**src/rtl/imem_loader_pkg.sv**
```systemverilog
// Shared types and constants for the instruction-memory loader.
// Word geometry and the loader FSM encoding.
package imem_loader_pkg;

  localparam int BYTE_W         = 8;
  localparam int BYTES_PER_WORD = 4;
  localparam int WORD_W         = BYTE_W * BYTES_PER_WORD;

  typedef enum logic [1:0] {
    S_IDLE  = 2'd0,
    S_RECV  = 2'd1,
    S_WRITE = 2'd2,
    S_DONE  = 2'd3
  } state_t;

endpackage

```
**src/rtl/imem_loader_byte_packer.sv**
```systemverilog
// Packs bytes little-endian into a 32-bit word; first byte lands in [7:0].
// Zero latency: word_out already includes the byte being pushed this cycle.
// No backpressure of its own; the caller only pushes accepted bytes.
module byte_packer
  import imem_loader_pkg::*;
(
  input  logic              clk,
  input  logic              rst,
  input  logic              clr,
  input  logic              push,
  input  logic [BYTE_W-1:0] byte_in,
  output logic [WORD_W-1:0] word_out,
  output logic              full
);

  logic [WORD_W-1:0] buf_q;
  logic [WORD_W-1:0] buf_d;
  logic [1:0]        byte_cnt;

  always_comb begin
    buf_d = buf_q;
    if (push) begin
      buf_d[{byte_cnt, 3'b000} +: BYTE_W] = byte_in;
    end
  end

  // Exposing the merged value lets the owner register the word on the same
  // edge that accepts the last byte, without an extra cycle.
  assign word_out = buf_d;
  assign full     = push && (byte_cnt == 2'(BYTES_PER_WORD - 1));

  always_ff @(posedge clk or posedge rst) begin
    if (rst) begin
      buf_q    <= '0;
      byte_cnt <= '0;
    end else if (clr) begin
      buf_q    <= '0;
      byte_cnt <= '0;
    end else if (push) begin
      buf_q    <= buf_d;
      byte_cnt <= byte_cnt + 2'd1;
    end
  end

endmodule

```
**src/rtl/imem_loader.sv**
```systemverilog
// Byte stream to instruction memory writer; holds the core in reset while loading.
// One write cycle after the 4th byte of each word; s_ready drops for that cycle.
module imem_loader
  import imem_loader_pkg::*;
#(
  parameter int ADDR_WIDTH    = 8,
  parameter bit HOLD_AT_RESET = 1'b1
) (
  input  logic                  clk,
  input  logic                  rst,
  input  logic                  start,
  input  logic [ADDR_WIDTH:0]   word_count,
  input  logic                  s_valid,
  input  logic [BYTE_W-1:0]     s_data,
  output logic                  s_ready,
  output logic                  imem_we,
  output logic [ADDR_WIDTH-1:0] imem_addr,
  output logic [WORD_W-1:0]     imem_wdata,
  output logic                  core_rst_n,
  output logic                  busy,
  output logic                  done,
  output logic                  err
);

  localparam int               CNT_W     = ADDR_WIDTH + 1;
  localparam logic [CNT_W-1:0] MAX_WORDS = CNT_W'(2 ** ADDR_WIDTH);

  state_t            state;
  state_t            state_nxt;
  logic [CNT_W-1:0]  count_q;
  logic [CNT_W-1:0]  word_cnt;
  logic              idle_or_done;
  logic              count_ok;
  logic              start_ok;
  logic              start_bad;
  logic              push;
  logic              full;
  logic              last_word;
  logic [WORD_W-1:0] pk_word;

  assign idle_or_done = (state == S_IDLE) || (state == S_DONE);
  assign count_ok     = (word_count != '0) && (word_count <= MAX_WORDS);
  assign start_ok     = idle_or_done && start && count_ok;
  assign start_bad    = idle_or_done && start && !count_ok;
  assign push         = s_valid && s_ready;
  assign last_word    = (word_cnt + CNT_W'(1)) == count_q;

  byte_packer u_packer (
    .clk      (clk),
    .rst      (rst),
    .clr      (start_ok),
    .push     (push),
    .byte_in  (s_data),
    .word_out (pk_word),
    .full     (full)
  );

  always_comb begin
    state_nxt = state;
    case (state)
      S_IDLE, S_DONE: if (start_ok) state_nxt = S_RECV;
      S_RECV:         if (full) state_nxt = S_WRITE;
      S_WRITE:        state_nxt = last_word ? S_DONE : S_RECV;
      default:        state_nxt = S_IDLE;
    endcase
  end

  always_ff @(posedge clk or posedge rst) begin
    if (rst) begin
      state <= S_IDLE;
    end else begin
      state <= state_nxt;
    end
  end

  // word_cnt advances at the end of each write, so it names the next address.
  always_ff @(posedge clk or posedge rst) begin
    if (rst) begin
      count_q  <= '0;
      word_cnt <= '0;
    end else if (start_ok) begin
      count_q  <= word_count;
      word_cnt <= '0;
    end else if (state == S_WRITE) begin
      word_cnt <= word_cnt + CNT_W'(1);
    end
  end

  // Outputs are registered from the next state so they line up with it.
  always_ff @(posedge clk or posedge rst) begin
    if (rst) begin
      s_ready    <= 1'b0;
      imem_we    <= 1'b0;
      imem_addr  <= '0;
      imem_wdata <= '0;
      busy       <= 1'b0;
      done       <= 1'b0;
      err        <= 1'b0;
      core_rst_n <= ~HOLD_AT_RESET;
    end else begin
      s_ready <= (state_nxt == S_RECV);
      imem_we <= (state_nxt == S_WRITE);
      busy    <= (state_nxt == S_RECV) || (state_nxt == S_WRITE);
      done    <= (state_nxt == S_DONE);

      if (start_ok) begin
        imem_addr <= '0;
      end else if (state_nxt == S_WRITE) begin
        imem_addr <= word_cnt[ADDR_WIDTH-1:0];
      end

      if (state_nxt == S_WRITE) begin
        imem_wdata <= pk_word;
      end

      if (start_ok) begin
        core_rst_n <= 1'b0;
      end else if (state_nxt == S_DONE) begin
        core_rst_n <= 1'b1;
      end

      if (start_ok) begin
        err <= 1'b0;
      end else if (start_bad) begin
        err <= 1'b1;
      end
    end
  end

endmodule

```
**config.mk**
```make
export PLATFORM = sky130hd
export DESIGN_NAME = imem_loader
export DESIGN_NICKNAME = d
export VERILOG_FILES = /design/src/rtl/imem_loader_pkg.sv /design/src/rtl/imem_loader_byte_packer.sv /design/src/rtl/imem_loader.sv
export SDC_FILE = /design/constraint.sdc
export NUM_CORES = 1
export LEC_CHECK = 0
export CAP_MARGIN = 20
export CORE_ASPECT_RATIO = 1.25
export CORE_MARGIN = 2
export CORE_UTILIZATION = 55
export CTS_BUF_LIST = sky130_fd_sc_hd__clkbuf_4
export DETAILED_ROUTE_END_ITERATION = 16
export PLACE_DENSITY = 0.81
export SLEW_MARGIN = 20
export SYNTH_ARGS = -nofsm -noshare
export SYNTH_HDL_FRONTEND = slang
export SYNTH_SLANG_ARGS = --single-unit
```
**constraint.sdc**
```tcl
create_clock -name clk -period 3.86 [get_ports clk]
set_clock_uncertainty 0.1 [all_clocks]
set_input_delay 0.386 -clock clk [delete_from_list [all_inputs] [get_ports clk]]
set_output_delay 0.386 -clock clk [all_outputs]
set_load 0.03 [all_outputs]
```
After elaboration in Yosys (flattened, before gate mapping)
Index checks and enable logic that the tools add are counted.
Storage, ports and cells
  output and inout bits: 46
  input port bits: 21
  ROM bits: 0
  register bits after elaboration: 100
  memories kept: 0
  RAM bits: 0
  logic and storage cells: 62
  latch bits: 0
Operators by class
  multiplexer cells: 18
  equality and inequality tests: 8
  multipliers: 0
  divide/modulo/power cells: 0
  bitwise operators: 0
  magnitude comparators: 1
  add/subtract/negate cells: 3
  reductions and logical operators: 17
  shift operators: 2
Operator list (count)
  32-bit two-way mux: 3
  32-bit bitwise mux: 1
  8-bit by 7-bit variable shift with 32-bit output (first input constant): 1
  8-bit by 7-bit indexed part select with 32-bit output: 1
  9-bit two-way mux: 2
  8-bit two-way mux: 2
  2-bit equality test (second input constant): 5
  2-bit two-way mux: 5
  2-bit nonzero test: 5
  9-bit by 1-bit adder with 9-bit output (second input constant): 1
  9-bit equality test: 1
  9-bit less-or-equal comparator (second input constant): 1
  9-bit nonzero test: 1
  5-bit negator with 7-bit output: 1
  1-bit logical AND: 6
  2-bit one-hot mux with 3 select lines: 1
  2-bit by 1-bit equality test with 1-bit output (second input constant): 2
  1-bit two-way mux: 4
  2-bit by 1-bit adder with 2-bit output (second input constant): 1
  2-bit zero test: 1
  1-bit logical OR: 2
  2-bit OR reduction: 1
  1-bit zero test: 1

Depth between registers and ports, before layout
Gate-level depths: netlist of the first run.
  word-level depth: 9
  gate-level depth with buffers: 10

By module
A second synthesis of the first run with hierarchy kept.
Unflattened totals
  cell total of the unflattened synthesis: 437
  area, all modules: 5172.5 µm²
By module, submodules not included
  imem_loader: seq. area each 1651.6 µm², times used 1, area each 3064.2 µm², cells each 250
  byte_packer: seq. area each 850.8 µm², times used 1, area each 2108.3 µm², cells each 187

Worst setup path after synthesis of the first run
No wires, ideal clock.
  kind: reg2reg
  start point: register word_cnt[0]
  end point: register core_rst_n
  path buffers: 1
  required time: 3.682 ns
  period minus slack after synthesis: 2.573 ns
  data arrival time: 2.395 ns
  cell stages (with the launch flop): 9
  setup slack: 1.287 ns
  cell sequence: dfrtp_1 ha_1 buf_2 xnor2_1 xnor2_1 or4_1 a311o_1 or4b_1 a21oi_1
Between the ends
  longest elaborated chain between the ends: 6
RTL lines
  start: declaration: RTL line imem_loader.sv:31  | logic [CNT_W-1:0] word_cnt;
  start signal: assignment: RTL line imem_loader.sv:85  | word_cnt <= word_cnt + CNT_W'(1);
  9-bit by 1-bit adder with 9-bit output: RTL line imem_loader.sv:46  | assign last_word = (word_cnt + CNT_W'(1)) == count_q;
  9-bit equality test: RTL line imem_loader.sv:46
  2-bit two-way mux: RTL line imem_loader.sv:63  | S_WRITE: state_nxt = last_word ? S_DONE : S_RECV;
  2-bit one-hot mux with 3 select lines: RTL line imem_loader.sv:60  | case (state)
  2-bit equality test: RTL line imem_loader.sv:118  | end else if (state_nxt == S_DONE) begin
  2-bit nonzero test (no line)
  end signal: assignment: RTL line imem_loader.sv:99  | core_rst_n <= ~HOLD_AT_RESET;
  end: declaration: RTL line imem_loader.sv:19  | output logic core_rst_n,
Every way passes these cells.
A chain may end at the register's enable or synchronous reset.

Worst setup path in the final report of the first run
Ends and elaborated chain as after synthesis.

==> key figures, run 1 <==
Worst setup path
  – R2r endpoint: core_rst_n
  – Worst Path Required: 4.14 ns
  – R2R Setup Slk: 1.07 ns
  – CP startpoint kind: flip-flop
  – Crit path max fanout: 7
  – Kind of critical path: reg2reg
  – Reg2Reg Launch Point: word_cnt[0]
  – Crit path arrival time: 3.07 ns
  – R2R cell count: 7
  – Worst setup EP type: flip-flop

Clocking
  – # hold bufs at CTS: 0
  – Setup Fix Bufs, Post-CTS: 0
  – Clock root cell: clkbuf_4
  – CTS tree: done
  – Clk slew on worst S/H paths: 0.17 ns
  – Htree depth: 3
  – Post-CTS sizing: 0
  – Total CTS buffers: 9
  – Max clock buf depth: 2
  – Clk sinks: 100
  – Clk Latency, worst-skew pair: 0.46 ns

Cells and area
  – Filler Cells Inserted: 606
  – Layout Nets: 519
  – N_diodes: 0
  – Design area: 0.00520 sq mm
  – Final cell count without fillers: 587
  – Layout cell share with drive strength beyond 1: 6.46%
  – Layout area overhead: 21.7%
  – Post-layout util: 69.8%

Global routing
  – Most used routing layer: met2
  – GRT Overall Usage: 24.1%
  – Grt ovf: 0
  – Global-route wire length before repair: 16,100 um
  – Met2 GRT Util: 43.1%
  – GR Layer Usage met3: 3.84%
  – GR Util met1: 29.1%
  – Vias in the first global route: 3,400
  – Largest net degree at the start of global routing: 72
  – Initial antenna violation count: 0

Place
  – DPL Wire Length: 6800 um
  – Placed Instances: 571
  – Gpl congestion: 0.804
  – IO buf count: 66
  – DP Area: 0.00505 sq mm

STA
  – Highest clock rate: 0.359 GHz
  – Tmin final: 2.79 ns
  – Slew @ Worst Pin: 0.850 ns
  – Fin crit share: 72.2%
  – Worst rel slew slack: 43.3%
  – RSZ-0062 raised after global routing: false
  – Max-slew violations: 0
  – Final Hold Viols: 0
  – Final setup viols: 0
  – Setup total negative slack: 0 ns

Power
  – Leak: 2.33 nW
  – Peak VDD IR: 0.526 mV
  – Pwr per Cell Area: 840 mW/mm^2
  – Overall Power: 4.37 mW

Synthesis
  – Post-synth EDFFs: 0
  – Synth warn: 0
  – Synth cell types: 42
  – Top-count cell post-synth: dfrtp_1
  – Post-synth top area share: 58.6%
  – Synthesized netlist net count: 455
  – FFs w/ async S/R, synth: 100%
  – Yosys reg bits: 100
  – Seq/Total Area, Yosys: 58.6%
  – Most frequent cells after synthesis: 100 x dfrtp_1, 72 x nor2_1, 55 x nand2_1, 39 x a21oi_1, 31 x a22oi_1
  – Post-Syn Area: 0.00427 sq mm
  – Dominant cell type by area after synthesis: dfrtp_1
  – Syn Inst Count: 426
  – Primary FF master, synth: dfrtp_1
  – Area contributors post-synth: dfrtp_1 59%, nor2_1 6.3%, a22oi_1 5.4%, nand2_1 4.8%, a21oi_1 4.6%
  – Syn_area_per_cell: 10.0 sq um

Floorplan
  – Core Area: 0.00744 sq mm
  – Die X: 82.8 um
  – Die area: 0.00849 sq mm
  – # IOs: 67
  – Initial Util: 57.4%
  – Die height: 103 um
  – # rows: 35

Detailed routing
  – Vias per cell: 5.75
  – Drc violations: 0
  – Post-Route WL: 9600 um
  – Initial DRT Pass Iterations: 4
  – DR iter-0 viols: 174
  – DR WL/cell: 16.4 um
  – Post-DRT Antenna Nets: 0
  – Vias: 3,375

Hold path
  – Hold Path Class: in2async

Outcome
  – Outcome: finished, final reports clean

Job
  – MaxCap Viol Count: 0
-- cells in the final DEF (no fill, tap or decap), types with 3 or more instances in the layout --
cell,Yosys,layout
nor4b_1,3,3
clkbuf_4,0,9
a21oi_1,39,39
inv_1,9,8
o31a_1,3,3
a22oi_1,31,31
buf_4,1,8
clkdlybuf4s50_1,0,66
ha_1,8,8
xor2_1,4,4
dfrtp_1,100,100
and2_1,4,4
or3_1,4,4
o21ai_0,5,5
nor2_1,72,72
nand3_1,12,12
xnor2_1,13,13
o21ai_1,10,10
nand2_1,55,55
nor4_1,5,5
-- logic make-up after synthesis --
kind of cell | after synthesis | synth area share, %
xor gates and xnor gates | 18 | 3.87
muxes | 3 | 0.732
buffers and inverters | 34 | 3.31
adders and majority gates | 8 | 2.34
AOI/OAI and AO/OA | 98 | 14.4
DFF | 100 | 58.6
and+or+nand+nor | 165 | 16.7
-- stage by stage --
step / hold WS (ns) / setup WS (ns)
floorplan: 0.366 / 0.755
global placement: 0.380 / 0.932
detailed placement: 0.382 / 0.848
CTS: 0.344 / 1.08
global route: 0.392 / 0.969
finish: 0.320 / 1.07
-- where the power goes --
| group | switching, mW | internal [mW] |
|---|---|---|
| Clock | 0.395 | 0.153 |
| Combinational | 1.35 | 0.873 |
| Sequential | 0.209 | 1.39 |
| Total | 1.96 | 2.41 |
-- critical path, stage by stage, from the launching register on --
cell,delay [ns]
dfrtp_1,0.49
ha_1,0.36
xnor2_1,0.15
nand3_1,0.08
or4_1,0.52
a311o_1,0.34
or4b_1,0.53
a21oi_1,0.13
-- sequential cells by signal (all words and copies together), names as in the netlist --
register / cells
u_packer.buf_q: 32
imem_wdata: 32
imem_addr: 8
word_cnt: 9
s_ready: 1
imem_we: 1
u_packer.byte_cnt: 2
count_q: 9
state: 2
core_rst_n: 1
err: 1
busy: 1
done: 1
-- area by class of cell --
type	count	area [sq um]	area share, %
sequential	100	2500	48.1
multi-input combinational	292	1630	31.4
timing repair buffer	76	761	14.6
tap	92	115	2.21
clock inverter	7	77.6	1.49
clock buffer	9	67.6	1.30
inverter	11	43.8	0.842
-- how the worst max path moves through the flow --
stage | from | to | cells after the start
2_1_floorplan | rst | busy | 1
3_3_place_gp | s_valid | imem_wdata[31] | 7
3_5_place_dp | s_valid | imem_wdata[31] | 7
4_1_cts | word_cnt[0] | core_rst_n | 7
5_1_grt | word_cnt[0] | core_rst_n | 7
6_report | word_cnt[0] | core_rst_n | 7
-- metal layers --
layer / wire, um / vias to the layer above
met1: 4010 / 1673
met4: 265 / 0
met3: 382 / 21
met2: 4950 / 97
li1: - / 1584
met5: 0 / -
Note: power is estimated with default switching activity, not from simulation.
==> run 2, diff against run 1 <==
- CORE_UTILIZATION: 55 -> 50
- PLACE_DENSITY: 0.81 -> 0.78
- clock period: 3.86 -> 2.4 ns (I/O delays scaled with it)
==> run 2 against run 1 <==
The run now ends with setup timing left; power up 72%; final cell count up 5.3%; utilization down 3.1 points; non-clock buffer count up 26; global-route usage down 1.8 points; critical endpoint unchanged.
==> key figures, run 2 (same netlist as run 1, synthesis figures left out) <==
Global routing
  – Global-route wire length before repair: 16,400 um (+1.5%)
  – Initial antenna violation count: 0 (unchanged)
  – Met2 GRT Util: 36.2% (-6.9 points)
  – GRT Overall Usage: 22.3% (-1.8 points)
  – Largest net degree at the start of global routing: 43 (-40%)
  – Most used routing layer: met2
  – GR Layer Usage met3: 4.91% (+1.1 points)
  – GR Util met1: 30.7% (+1.6 points)
  – Vias in the first global route: 3,354 (-1.4%)
  – Grt ovf: 0 (unchanged)

Job
  – MaxCap Viol Count: 0 (unchanged)

Clocking
  – Clk sinks: 100 (unchanged)
  – Max clock buf depth: 2 (unchanged)
  – Htree depth: 3 (unchanged)
  – Total CTS buffers: 9 (unchanged)
  – Clk slew on worst S/H paths: 0.16 ns (about the same)
  – Clk Latency, worst-skew pair: 0.47 ns (about the same)
  – CTS tree: done
  – Clock root cell: clkbuf_4
  – # hold bufs at CTS: 0 (unchanged)

STA
  – Worst rel slew slack: 64.0% (+21 points)
  – Tmin final: 2.52 ns (-0.272 ns)
  – Setup ws final: -0.115 ns (-1.19 ns)
  – Max-slew violations: 0 (unchanged)
  – Highest clock rate: 0.398 GHz (+11%)
  – Slew @ Worst Pin: 0.539 ns (-0.311 ns)
  – Final setup viols: 4 (+4)
  – RSZ-0062 raised after global routing: true
  – Final Hold Viols: 0 (unchanged)
  – Fin crit share: 105% (+33 points)

Power
  – Leak: 2.47 nW (+6.2%)
  – Peak VDD IR: 0.996 mV (+89%)
  – Overall Power: 7.50 mW (+72%)
  – Pwr per Cell Area: 1360 mW/mm^2 (+61%)

Detailed routing
  – DR WL/cell: 16.0 um (-2.0%)
  – DR iter-0 viols: 137 (-21%)
  – Initial DRT Pass Iterations: 5 (+1)
  – Vias per cell: 5.50 (-4.3%)
  – Post-DRT Antenna Nets: 0 (unchanged)
  – Drc violations: 0 (unchanged)
  – Vias: 3,402 (+0.80%)
  – Post-Route WL: 9900 um (+3.1%)

Worst setup path
  – Buf+Inv Stages, Crit Path: 0 (unchanged)
  – Crit path max fanout: 3 (-4)
  – Max stage delay on crit path: 0.53 ns (about the same)
  – Crit path arrival time: 2.82 ns (-0.25 ns)
  – Crit-path leading delay family: simple AND/OR/NAND/NOR gates
  – Worst setup EP type: flip-flop
  – R2R Setup Slk: -0.12 ns (-1.19 ns)
  – Kind of critical path: reg2reg
  – CP startpoint kind: flip-flop
  – Worst Path Required: 2.71 ns (-1.43 ns)
  – Reg2Reg Launch Point: word_cnt[1]
  – Crit-path slowest cell: or4b_4
  – R2r endpoint: core_rst_n
  – R2R cell count: 7 (unchanged)
  – Critical path cell sequence: ha_4, xnor2_4, xnor2_1, or4_1, a311o_1, or4b_4, a21oi_2

Place
  – DP Worst Slack: -0.179 ns (-1.03 ns)
  – Gpl congestion: 0.976 (+21%)
  – DP Area: 0.00529 sq mm (+4.7%)
  – Placed Instances: 599 (+4.9%)
  – DPL Wire Length: 6850 um (+0.70%)
  – IO buf count: 66 (unchanged)

Cells and area
  – Post-layout util: 66.7% (-3.1 points)
  – Layout Nets: 545 (+5.0%)
  – Design area: 0.00553 sq mm (+6.4%)
  – Layout cell share with drive strength beyond 1: 13.1% (+6.6 points)
  – Final cell count without fillers: 618 (+5.3%)
  – Most common cell after layout, fill and taps aside: dfrtp_1
  – Largest regs: imem_wdata x32, u_packer.buf_q x32
  – Layout area overhead: 29.5%
  – N_diodes: 0 (unchanged)
  – Commonest cells after routing, fill and taps aside: 98 x dfrtp_1, 72 x nor2_1, 66 x clkdlybuf4s50_1, 55 x nand2_1, 38 x a21oi_1

Floorplan
  – Die height: 107 um (+4.7%)
  – Die area: 0.00930 sq mm (+9.6%)
  – # rows: 37 (+5.7%)
  – # IOs: 67 (unchanged)
  – Die X: 86.7 um (+4.6%)
  – Core Area: 0.00829 sq mm (+11%)
  – Initial Util: 51.5% (-5.8 points)

Outcome
  – Failing checks: setup timing
  – Outcome: finished, violations left

Hold path
  – Hold Path Class: in2async
[run 2: changes by cell type in the layout (fill, tap and decap cells not counted), moves of 2 or more]
cell      previous run  this run
ha_1                 8         6
dfrtp_1            100        98
buf_4                8        29
buf_12               2         5
nand3_2              0         3
clkinv_8             2         0
dfrtp_2              0         2
nand3_1             12         8
[run 2: layer usage]
metal,share of wire [%],up-vias
li1,-,1632
met1,42,1659
met2,52,100
met3,4.8,11
met4,1.3,0
met5,0,-
[run 2: final cells by class]
| class | count | area (sq um) |
|---|---|---|
| Clock buffer | 9 | 67.6 |
| Clock inverter | 7 | 60.1 |
| Fill cell | 648 | 2760 |
| Inverter | 11 | 45.0 |
| Multi-Input combinational cell | 292 | 1720 |
| Sequential cell | 100 | 2500 |
| Tap cell | 97 | 121 |
| Timing Repair Buffer | 102 | 1010 |
[run 2: worst max path at each step]
stage / from / end / slack [ns] / depth (start not counted)
6_report: word_cnt[1] / core_rst_n / -0.12 / 7
5_1_grt: word_cnt[1] / core_rst_n / -0.16 / 7
3_3_place_gp: word_cnt[0] / core_rst_n / -0.15 / 7
3_5_place_dp: word_cnt[1] / core_rst_n / -0.18 / 7
4_1_cts: word_cnt[1] / core_rst_n / -0.15 / 7
2_1_floorplan: word_cnt[0] / core_rst_n / -0.16 / 8
[run 2: timing repair]
action | 4_1_cts | 5_1_grt
cloned | 0 | 1
setup endpoints to repair | 5 | 42
gates resized for setup | 3 | 10
pin swaps | 6 | 6
hold endpoints to repair | 0 | 0
buffers inserted | 0 | 2
[run 2: power by group]
part | leakage, nW | internal (mW) | switching (mW)
Sequential | 1.30 | 2.23 | 0.322
Clock | 0.0680 | 0.232 | 0.615
Combinational | 1.10 | 1.79 | 2.31
Total | 2.47 | 4.25 | 3.25
[run 2: per-stage QoR]
| stage | TNS [ns] | hold slack, ns |
|---|---|---|
| 2_1_floorplan | -0.256 | 0.245 |
| 3_3_place_gp | -0.331 | 0.380 |
| 3_5_place_dp | -0.711 | 0.391 |
| 4_1_cts | -0.199 | 0.0459 |
| 5_1_grt | -0.508 | 0.0782 |
| 6_report | -0.315 | 0.0460 |
==> run 3, diff against run 2 <==
- TNS_END_PERCENT: unset -> 50
==> run 3 against run 2 <==
The flow still finishes with violations (setup timing); first-iteration DRC count up 36%; cell area down 0.95%; fmax down 0.77%; flip-flop and latch count unchanged; hold slack better by 0.10 ns; sequential share of layout area up 0.39 points; global-route usage up 0.93 points; register-to-register slack worse by 0.02 ns; non-clock buffer count down 1; sequential power about the same; final cell count down 0.16%; largest power group unchanged.
==> key figures, run 3 (same netlist as run 1, synthesis figures left out) <==
Global routing
  – GRT Overall Usage: 23.2% (+0.93 points)
  – Grt ovf: 0 (unchanged)
  – Largest net degree at the start of global routing: 101 (+130%)
  – Vias in the first global route: 3,538 (+5.5%)
  – Global-route wire length before repair: 16,800 um (+2.8%)
  – Initial antenna violation count: 0 (unchanged)

Worst setup path
  – R2r endpoint: core_rst_n
  – Crit path arrival time: 2.84 ns (+0.02 ns)
  – Worst Path Required: 2.71 ns (about the same)
  – Reg2Reg Launch Point: word_cnt[1]
  – R2R Setup Slk: -0.13 ns (-0.02 ns)
  – Worst setup EP type: flip-flop
  – R2R cell count: 8 (+1)
  – Kind of critical path: reg2reg
  – Crit path max fanout: 2 (-1)
  – CP startpoint kind: flip-flop

Power
  – Leak: 2.46 nW (-0.46%)
  – Pwr per Cell Area: 1350 mW/mm^2 (-0.15%)
  – Peak VDD IR: 0.959 mV (-3.8%)
  – Switch Pwr: 3.26 mW (+0.18%)
  – Clk pwr share: 11.9% (+0.6 points)
  – Pint: 4.16 mW (-2.1%)
  – Combinational power share: 53.5% (-1.2 points)
  – Reg power frac: 34.6% (+0.6 points)
  – Sw frac: 43.9% (+0.56 points)

Detailed routing
  – Vias per cell: 5.60 (+1.8%)
  – Drc violations: 0 (unchanged)
  – Vias: 3,458 (+1.6%)
  – Initial DRT Pass Iterations: 5 (unchanged)
  – Post-DRT Antenna Nets: 0 (unchanged)
  – Post-Route WL: 10,100 um (+1.6%)
  – DR iter-0 viols: 186 (+36%)
  – DR WL/cell: 16.3 um (+1.7%)

Cells and area
  – Layout Nets: 544 (-0.18%)
  – Most common cell after layout, fill and taps aside: dfrtp_1
  – Final cell count without fillers: 617 (-0.16%)
  – Register area: 0.00250 sq mm (about the same)
  – Filler Cells Inserted: 657 (+1.4%)
  – Commonest cells after routing, fill and taps aside: 100 x dfrtp_1, 72 x nor2_1, 66 x clkdlybuf4s50_1, 55 x nand2_1, 38 x a21oi_1
  – Largest regs: imem_wdata x32, u_packer.buf_q x32
  – Area used by multi-input combinational logic: 0.00170 sq mm (-0.95%)
  – N_diodes: 0 (unchanged)
  – Layout cell share with drive strength beyond 1: 12.5% (-0.55 points)
  – Design area: 0.00548 sq mm (-0.95%)
  – Layout area overhead: 28.2%

STA
  – Min Hold Slack: 0.148 ns (+0.102 ns)
  – RSZ-0062 raised after global routing: true
  – Fin crit share: 106% (+0.81 points)
  – Final setup viols: 5 (+1)
  – Tmin final: 2.53 ns (+0.0195 ns)
  – Worst rel slew slack: 66.3% (+2.3 points)
  – Highest clock rate: 0.395 GHz (-0.77%)
  – Final Hold Viols: 0 (unchanged)
  – Setup ws final: -0.135 ns (-0.0195 ns)
  – Max-slew violations: 0 (unchanged)
  – Slew @ Worst Pin: 0.505 ns (-0.0338 ns)

Floorplan
  – Die area: 0.00930 sq mm (unchanged)
  – # IOs: 67 (unchanged)
  – Core Area: 0.00829 sq mm (unchanged)
  – # rows: 37 (unchanged)
  – Initial Util: 51.5% (unchanged)
  – Die X: 86.7 um (unchanged)
  – Die height: 107 um (unchanged)

Hold path
  – Hold Path Class: in2async

Clocking
  – Clk slew on worst S/H paths: 0.18 ns (+0.02 ns)
  – Clk sinks: 100 (unchanged)
  – Max clock buf depth: 2 (unchanged)
  – Clock root cell: clkbuf_4
  – Total CTS buffers: 9 (unchanged)
  – CTS tree: done
  – Htree depth: 3 (unchanged)
  – Clk Latency, worst-skew pair: 0.46 ns (about the same)
  – # hold bufs at CTS: 0 (unchanged)

Outcome
  – Outcome: finished, violations left
  – Failing checks: setup timing

Place
  – IO buf count: 66 (unchanged)
  – Gpl congestion: 0.907 (-7.1%)
  – DPL Wire Length: 7130 um (+4.1%)
  – DP Area: 0.00524 sq mm (-1.0%)
  – Placed Instances: 598 (-0.17%)
  – DP Worst Slack: -0.258 ns (-0.0784 ns)

Job
  – MaxCap Viol Count: 0 (unchanged)
[run 3: per-layer routing]
metal	vias to the layer above	share of wire (%)	track usage (%)
met5	-	0	0
met4	0	2.3	10.4
met3	15	3.8	3.45
met2	88	53	39.7
met1	1718	41	29.1
li1	1637	-	-
[run 3: worst max path at each step]
stage           startpoint    endpoint  slack (ns)  cells past startpoint
3_5_place_dp   word_cnt[0]  core_rst_n       -0.26                      7
6_report       word_cnt[1]  core_rst_n       -0.13                      8
3_3_place_gp   word_cnt[0]  core_rst_n       -0.11                      7
5_1_grt        word_cnt[1]        busy       -0.21                      9
2_1_floorplan  word_cnt[0]  core_rst_n       -0.17                      8
4_1_cts        word_cnt[0]  core_rst_n       -0.20                      8
[run 3: per-stage QoR]
| step | TNS (ns) | utilization, % | total power, mW |
|---|---|---|---|
| floorplan | -0.790 | - | 4.94 |
| finish | -0.439 | 66.1 | 7.42 |
| global route | -0.843 | 66.1 | 7.94 |
| CTS | -0.483 | 65.6 | 7.42 |
| detailed placement | -0.769 | 63.2 | 6.44 |
| global placement | -0.167 | 63.2 | 6.28 |
[run 3: cell type report]
| type | count | share of cell area (%) |
|---|---|---|
| clock buffers | 10 | 1.37 |
| clock inverters | 6 | 1.19 |
| inverters | 11 | 0.822 |
| multi-input cells | 292 | 31.0 |
| flip-flops and latches | 100 | 45.7 |
| well taps | 97 | 2.22 |
| repair buffers | 101 | 17.7 |
[run 3: worst max-delay path: stages, from the launching register on]
cell and delay, ns:
dfrtp_1 0.43, ha_4 0.16, buf_6 0.10, nand3_4 0.05, xnor2_1 0.13, or4_1 0.51, a311o_1 0.33, or4b_4 0.53
a21oi_2 0.14
[run 3: repair_timing]
action | in CTS | in global routing
endpoints found under the setup margin | 5 | 35
resized for setup | 6 | 8
setup buffers | 4 | 0
pin swaps | 9 | 5
[run 3: power groups by stage]
stage | Sequential [mW] | Combinational, mW | Clock (mW)
2_1_floorplan | 3.16 | 1.78 | 0
3_3_place_gp | 2.56 | 3.72 | 0
3_5_place_dp | 2.58 | 3.85 | 0
4_1_cts | 2.56 | 3.95 | 0.906
5_1_grt | 2.62 | 4.34 | 0.977
6_report | 2.57 | 3.97 | 0.884
